--- config.mk ---
export PLATFORM = sky130hd
export DESIGN_NAME = char_move_engine
export DESIGN_NICKNAME = d
export VERILOG_FILES = /design/src/rtl/char_move_engine.sv
export SDC_FILE = /design/constraint.sdc
export NUM_CORES = 1
export LEC_CHECK = 0
export CAP_MARGIN = 10
export CORE_MARGIN = 4
export CORE_UTILIZATION = 45
export DETAILED_ROUTE_END_ITERATION = 10
export MAX_ROUTING_LAYER = met4
export PLACE_DENSITY = 0.74
export SLEW_MARGIN = 20
export SYNTH_ARGS = -nofsm -noshare
export SYNTH_HDL_FRONTEND = slang
export SYNTH_SLANG_ARGS = --single-unit
export TNS_END_PERCENT = 100
--- constraint.sdc ---
create_clock -name clk -period 10.3 [get_ports clk]
set_input_delay 1.03 -clock clk [delete_from_list [all_inputs] [get_ports clk]]
set_output_delay 1.03 -clock clk [all_outputs]
set_load 0.005 [all_outputs]
--- src/rtl/char_move_engine.sv ---
// char_move_engine: steps NUM_CHARS characters one tile per frame tick, querying an external wall map.
// Optional TUNNEL_WRAP_EN: horizontal moves off column 1 / GRID_W-1 wrap to the opposite edge.
module char_move_engine #(
    parameter int NUM_CHARS = 5,
    parameter int COORD_W   = 5,
    parameter int GRID_W    = 28,
    parameter int GRID_H    = 28,
    parameter int PLAYER_X0 = 2,
    parameter int PLAYER_Y0 = 2,
    parameter int GHOST_X0  = 27,
    parameter int GHOST_Y0  = 27
) (
    input  logic                         clk,
    input  logic                         reset,
    input  logic                         tick,
    input  logic [2*NUM_CHARS-1:0]       desired_dir,
    input  logic                         load_we,
    input  logic [2:0]                   load_idx,
    input  logic [COORD_W-1:0]           load_x,
    input  logic [COORD_W-1:0]           load_y,
    input  logic [1:0]                   load_dir,
    output logic                         map_req,
    output logic [COORD_W-1:0]           map_x,
    output logic [COORD_W-1:0]           map_y,
    input  logic                         map_wall,
    output logic [COORD_W*NUM_CHARS-1:0] pos_x,
    output logic [COORD_W*NUM_CHARS-1:0] pos_y,
    output logic [2*NUM_CHARS-1:0]       dir,
    output logic                         busy,
    output logic                         done,
    output logic [NUM_CHARS-2:0]         collide_mask,
    output logic                         overrun
);

    // state    | meaning
    // IDLE     | waiting for tick; loads accepted
    // REQ_DES  | query tile in desired direction (skip query if out of bounds)
    // CHK_DES  | wall answer for desired tile; commit move + direction if free
    // REQ_CUR  | query tile in current direction
    // CHK_CUR  | wall answer for current tile; commit move if free
    // NEXT     | advance to next character or finish
    // COLL     | compare every ghost against the player's post-move tile
    // DONE     | one-cycle done pulse, drop busy
    typedef enum logic [2:0] {
        S_IDLE, S_REQ_DES, S_CHK_DES, S_REQ_CUR, S_CHK_CUR, S_NEXT, S_COLL, S_DONE
    } state_t;

    localparam int                 CW1      = COORD_W + 1;
    localparam logic [COORD_W:0]   C_ONE    = CW1'(1);
    localparam logic [COORD_W:0]   X_MAX    = CW1'(GRID_W - 1);
    localparam logic [COORD_W:0]   Y_MAX    = CW1'(GRID_H - 1);
    localparam logic [2:0]         LAST_IDX = 3'(NUM_CHARS - 1);
    localparam logic [COORD_W-1:0] P_X0     = COORD_W'(PLAYER_X0);
    localparam logic [COORD_W-1:0] P_Y0     = COORD_W'(PLAYER_Y0);
    localparam logic [COORD_W-1:0] G_X0     = COORD_W'(GHOST_X0);
    localparam logic [COORD_W-1:0] G_Y0     = COORD_W'(GHOST_Y0);

    state_t                state_q, state_d;
    logic [2:0]            idx_q, idx_d;
    logic                  busy_q, busy_d;
    logic                  overrun_q, overrun_d;
    logic [NUM_CHARS-2:0]  collide_q, collide_d;
    logic [COORD_W-1:0]    tgt_x_q, tgt_x_d;
    logic [COORD_W-1:0]    tgt_y_q, tgt_y_d;
    logic [1:0]            cand_dir_q, cand_dir_d;
    logic [COORD_W-1:0]    pos_x_q [NUM_CHARS];
    logic [COORD_W-1:0]    pos_x_d [NUM_CHARS];
    logic [COORD_W-1:0]    pos_y_q [NUM_CHARS];
    logic [COORD_W-1:0]    pos_y_d [NUM_CHARS];
    logic [1:0]            dir_q   [NUM_CHARS];
    logic [1:0]            dir_d   [NUM_CHARS];

    logic [COORD_W-1:0]    cur_x, cur_y;
    logic [1:0]            cur_dir, des_dir, req_dir;
    logic [COORD_W:0]      ext_x, ext_y, cand_x, cand_y;
    logic                  cand_ok;

    always_comb begin
        cur_x   = '0;
        cur_y   = '0;
        cur_dir = '0;
        des_dir = '0;
        for (int i = 0; i < NUM_CHARS; i++) begin
            if (idx_q == 3'(i)) begin
                cur_x   = pos_x_q[i];
                cur_y   = pos_y_q[i];
                cur_dir = dir_q[i];
                des_dir = desired_dir[2*i +: 2];
            end
        end
    end

    // One extra bit lets 0-1 and max+1 land outside the valid window.
    always_comb begin
        req_dir = (state_q == S_REQ_CUR) ? cur_dir : des_dir;
        ext_x   = {1'b0, cur_x};
        ext_y   = {1'b0, cur_y};
        cand_x  = ext_x;
        cand_y  = ext_y;
        case (req_dir)
            2'd0: cand_y = ext_y - C_ONE;
            2'd1: cand_x = ext_x - C_ONE;
            2'd2: cand_y = ext_y + C_ONE;
            default: cand_x = ext_x + C_ONE;
        endcase
`ifdef TUNNEL_WRAP_EN
        if (req_dir == 2'd1 && ext_x == C_ONE) begin
            cand_x = X_MAX;
        end
        if (req_dir == 2'd3 && ext_x == X_MAX) begin
            cand_x = C_ONE;
        end
`endif
        cand_ok = (cand_x >= C_ONE) && (cand_x <= X_MAX) &&
                  (cand_y >= C_ONE) && (cand_y <= Y_MAX);
    end

    always_comb begin
        state_d    = state_q;
        idx_d      = idx_q;
        busy_d     = busy_q;
        overrun_d  = overrun_q | (tick & busy_q);
        collide_d  = collide_q;
        tgt_x_d    = tgt_x_q;
        tgt_y_d    = tgt_y_q;
        cand_dir_d = cand_dir_q;
        pos_x_d    = pos_x_q;
        pos_y_d    = pos_y_q;
        dir_d      = dir_q;
        map_req    = 1'b0;
        done       = 1'b0;

        case (state_q)
            S_IDLE: begin
                if (load_we) begin
                    for (int i = 0; i < NUM_CHARS; i++) begin
                        if (load_idx == 3'(i)) begin
                            pos_x_d[i] = load_x;
                            pos_y_d[i] = load_y;
                            dir_d[i]   = load_dir;
                        end
                    end
                end
                if (tick) begin
                    idx_d   = '0;
                    busy_d  = 1'b1;
                    state_d = S_REQ_DES;
                end
            end
            S_REQ_DES, S_REQ_CUR: begin
                if (cand_ok) begin
                    map_req    = 1'b1;
                    tgt_x_d    = cand_x[COORD_W-1:0];
                    tgt_y_d    = cand_y[COORD_W-1:0];
                    cand_dir_d = req_dir;
                    state_d    = (state_q == S_REQ_DES) ? S_CHK_DES : S_CHK_CUR;
                end else begin
                    state_d    = (state_q == S_REQ_DES) ? S_REQ_CUR : S_NEXT;
                end
            end
            S_CHK_DES, S_CHK_CUR: begin
                if (!map_wall) begin
                    for (int i = 0; i < NUM_CHARS; i++) begin
                        if (idx_q == 3'(i)) begin
                            pos_x_d[i] = tgt_x_q;
                            pos_y_d[i] = tgt_y_q;
                            dir_d[i]   = cand_dir_q;
                        end
                    end
                    state_d = S_NEXT;
                end else begin
                    state_d = (state_q == S_CHK_DES) ? S_REQ_CUR : S_NEXT;
                end
            end
            S_NEXT: begin
                if (idx_q == LAST_IDX) begin
                    state_d = S_COLL;
                end else begin
                    idx_d   = idx_q + 3'd1;
                    state_d = S_REQ_DES;
                end
            end
            S_COLL: begin
                for (int g = 1; g < NUM_CHARS; g++) begin
                    collide_d[g-1] = (pos_x_q[g] == pos_x_q[0]) && (pos_y_q[g] == pos_y_q[0]);
                end
                state_d = S_DONE;
            end
            S_DONE: begin
                done    = 1'b1;
                busy_d  = 1'b0;
                state_d = S_IDLE;
            end
            default: state_d = S_IDLE;
        endcase
    end

    always_ff @(posedge clk) begin
        if (reset) begin
            state_q    <= S_IDLE;
            idx_q      <= '0;
            busy_q     <= 1'b0;
            overrun_q  <= 1'b0;
            collide_q  <= '0;
            tgt_x_q    <= '0;
            tgt_y_q    <= '0;
            cand_dir_q <= '0;
            for (int i = 0; i < NUM_CHARS; i++) begin
                pos_x_q[i] <= (i == 0) ? P_X0 : G_X0;
                pos_y_q[i] <= (i == 0) ? P_Y0 : G_Y0;
                dir_q[i]   <= '0;
            end
        end else begin
            state_q    <= state_d;
            idx_q      <= idx_d;
            busy_q     <= busy_d;
            overrun_q  <= overrun_d;
            collide_q  <= collide_d;
            tgt_x_q    <= tgt_x_d;
            tgt_y_q    <= tgt_y_d;
            cand_dir_q <= cand_dir_d;
            pos_x_q    <= pos_x_d;
            pos_y_q    <= pos_y_d;
            dir_q      <= dir_d;
        end
    end

    // map_x/map_y show the live candidate while querying, else the last query.
    assign map_x        = map_req ? cand_x[COORD_W-1:0] : tgt_x_q;
    assign map_y        = map_req ? cand_y[COORD_W-1:0] : tgt_y_q;
    assign busy         = busy_q;
    assign overrun      = overrun_q;
    assign collide_mask = collide_q;

    for (genvar i = 0; i < NUM_CHARS; i++) begin : g_pack
        assign pos_x[COORD_W*i +: COORD_W] = pos_x_q[i];
        assign pos_y[COORD_W*i +: COORD_W] = pos_y_q[i];
        assign dir[2*i +: 2]               = dir_q[i];
    end

endmodule

==> key figures <==
Run status
  • Status: finished, final reports clean

Min path
  • Hold crit path type: register to register

Clock network
  • Skew-Pair Late Insertion Delay: 350 ps
  • H-tree levels: 3
  • CTS tree: built
  • CTS Hold Buffers Added: 0
  • Longest Clk Path Bufs: 2
  • Root Buffer: clkbuf_16
  • Sink Count: 84
  • Reg clk slew, reported paths: 60 ps
  • Post-CTS resize count: 0
  • Num CTS Buffers: 9
  • Setup Buffers After CTS: 0

Routing
  • Vias/cell: 6.00
  • DRC: 0
  • Detail Route Antenna Nets: 0
  • Via count: 5646
  • DRT Pass-1 Iters: 6
  • Wire length per cell: 21.0 µm
  • Starting DRT DRC Count: 638
  • WL final: 19700 µm

Timing
  • Crit path time final: 7650 ps
  • Worst clock skew: 9.38 ps
  • # setup viols final: 0
  • Worst-margin pin slew: 1010 ps
  • Fin Setup TNS: 0 ps
  • Final Cycle Share: 74.3%
  • RSZ-0062 raised after global routing: no
  • Final hold vios: 0
  • Max Clk Rate: 0.131 GHz
  • Slew margin rel.: 32.7%
  • Slew Viols, Final: 0

Pwr
  • Logic gate share of total power: 49.8%
  • NetSw: 0.639 mW
  • Maximum VDD drop: 0.0964 mV
  • Switch share: 40.8%
  • PD cells: 221 nW/µm²
  • Leak Pwr: 2.69 nW
  • Cell-internal power: 0.927 mW
  • Clk pwr share: 21.7%
  • Reg power frac: 28.5%

GRT
  • Largest net degree at the start of global routing: 48
  • Global-route wire length before repair: 30700 µm
  • Initial antenna violation count: 0
  • Total GRT Usage: 28.0%
  • Global route overflow: 0
  • Vias in the first global route: 5364

Worst setup path
  • CP required: 9270 ps
  • CP Cell Sequence: inv_1, ha_1, or2_1, a211o_1, a211o_1, nand2_1, and2_1, xnor2_1, ha_1, a21oi_1, or3_1, o22a_1, or2_1, a2111o_1, o221ai_2, and3_1, nor3_1, nor2_1, clkdlybuf4s50_1
  • Slowest cell on crit path: dfxtp_1
  • CP peak stage delay: 730 ps
  • Worst Setup Start Kind: register
  • Top delay family on crit path: simple AND/OR/NAND/NOR gates
  • Crit path max fanout: 21
  • Worst endpoint data arrival time: 6620 ps
  • Critical Path End Type: output port
  • Crit path kind: register to output port
  • Worst path bufs/invs: 2

Synth
  • Syn_area_per_cell: 8.11 µm²
  • Async SR Flop Fraction: 0%
  • Ys Warns: 0
  • Post-synth EDFFs: 0
  • Main flop type after synthesis: dfxtp_1
  • Synth Instances: 706
  • Syn nets: 748
  • Seq/Total Area, Yosys: 29.4%
  • Post-synthesis cell type count: 73
  • Post-Syn Area: 5730 µm²
  • FF+latch count, synth: 84

Place
  • Hpwl dp: 15000 µm
  • Placed Cells: 926
  • IO Port Bufs: 107
  • Gp weighted congestion: 0.919

Finish
  • Nets: 811
  • Layout cells sized above 1: 6.86%
  • Synth-to-layout area growth: 23.7%
  • Non-filler cells, final: 941
  • Ant diodes: 0

Die
  • Top Ports: 108
  • Effective utilization at floorplan: 46.9%
  • Core area: 12200 µm²
  • Die Wd: 121 µm
  • Die Y: 121 µm
  • Die area: 14600 µm²
  • Cell Rows: 40

Flow run
  • Maxcap violations: 0
area by class of cell:
| class | instances | area, µm² |
|---|---|---|
| Fill cell | 1136 | 5130 |
| Timing Repair Buffer | 112 | 1110 |
| Multi-Input combinational cell | 541 | 3690 |
| Sequential cell | 84 | 1680 |
| Clock buffer | 11 | 253 |
| Clock inverter | 4 | 56.3 |
| Inverter | 21 | 78.8 |
| Tap cell | 168 | 210 |
cell families after synthesis:
logic type      count (synthesis)  synth area share [%]
simple gates                  261                  22.8
flops                          84                  29.4
mux                            47                  8.78
buf+inv                        81                  6.25
compound gates                173                  22.7
fa+ha+maj                      12                  2.75
xor+xnor                       48                  7.34
metrics by stage:
stage / utilization (%) / total power, mW / instance area (µm²) / setup slack [ps] / hold slack (ps)
4_1_cts: 58.0 / 1.56 / 7080 / 2770 / 479
3_5_place_dp: 55.5 / 1.22 / 6770 / 3190 / 459
5_1_grt: 58.0 / 1.66 / 7080 / 2250 / 524
2_1_floorplan: - / 0.954 / 5730 / 4520 / 447
3_3_place_gp: 55.5 / 1.21 / 6770 / 3400 / 459
6_report: 58.0 / 1.57 / 7080 / 2650 / 477
cells in the mapped netlist (9+ instances only):
| master | count | area (µm²) |
|---|---|---|
| a211o_1 | 9 | 78.8 |
| a21oi_1 | 45 | 225 |
| and2_1 | 11 | 68.8 |
| and3_1 | 12 | 75.1 |
| buf_2 | 16 | 80.1 |
| clkbuf_1 | 36 | 135 |
| dfxtp_1 | 84 | 1680 |
| ha_1 | 11 | 138 |
| inv_1 | 19 | 71.3 |
| mux2i_1 | 36 | 360 |
| nand2_1 | 80 | 300 |
| nand3b_1 | 13 | 97.6 |
| nand4_1 | 10 | 62.6 |
| nor2_1 | 65 | 244 |
| nor2b_1 | 16 | 100 |
| nor3_1 | 18 | 90.1 |
| nor4_1 | 9 | 56.3 |
| o211ai_1 | 22 | 165 |
| o21ai_0 | 27 | 135 |
| xnor2_1 | 39 | 342 |
| xor2_1 | 9 | 78.8 |
worst paths after layout:
check,startpoint,endpoint,slack [ps],depth (start not counted)
worst min-delay path,overrun,overrun,480,2
worst max register to register,idx_q[2],tgt_y_q[0],4430,18
worst min register to register,overrun,overrun,480,2
worst max-delay path,idx_q[2],map_x[1],2650,19
power by group through the flow:
stage,clock network (mW),logic [mW],registers [mW]
after floorplan,0,0.553,0.400
after global placement,0,0.759,0.451
after detailed placement,0,0.770,0.451
after CTS,0.341,0.776,0.444
after global routing,0.359,0.849,0.453
final,0.340,0.779,0.446
registers in the layout, indices dropped and copies added (netlist names):
register / cells
busy: 1
cand_dir_q: 2
collide_mask: 4
dir: 10
idx_q: 3
overrun: 1
pos_x: 25
pos_y: 25
state_q: 3
tgt_x_q: 5
tgt_y_q: 5
cells in the final DEF (no fill, tap or decap), types with 4 or more instances in the layout:
| master | count |
|---|---|
| a211oi_1 | 8 |
| mux2i_1 | 36 |
| ha_1 | 11 |
| clkdlybuf4s50_1 | 107 |
| mux2_4 | 5 |
| nand2_1 | 80 |
| a311oi_1 | 8 |
| nand4_1 | 10 |
| a31oi_1 | 6 |
| and2_1 | 11 |
| nand3_1 | 6 |
| nand3b_1 | 13 |
| dfxtp_1 | 84 |
| inv_1 | 19 |
| a211o_1 | 9 |
| nor3_1 | 18 |
| mux2_2 | 6 |
| a22oi_1 | 7 |
| xor2_1 | 9 |
| buf_4 | 5 |
| o21ai_0 | 27 |
| nor4_1 | 9 |
| xnor2_1 | 39 |
| a21oi_1 | 45 |
| nor2b_1 | 16 |
| and3_1 | 12 |
| nor2_1 | 62 |
| o31ai_1 | 4 |
| o211ai_1 | 22 |
| clkbuf_16 | 9 |
| or3_1 | 5 |
worst register-to-register path: cells and delay by family (launching register included):
kind / cells / cell delay, ps
buffers and inverters: 1 / 160
and+or+nand+nor: 7 / 2250
adders and majority gates: 2 / 740
xor gates and xnor gates: 1 / 130
DFF: 1 / 730
AOI/OAI and AO/OA: 7 / 1760
routing by layer:
metal  vias up  part of all wire [%]  track usage, %
met4         0                   2.9            10.6
met3        40                   7.3            4.63
met5         -                     0               -
li1       2645                     -               -
met2       261                    46            43.7
met1      2700                    44            36.5
No activity file was read; power rests on OpenSTA's default activity.
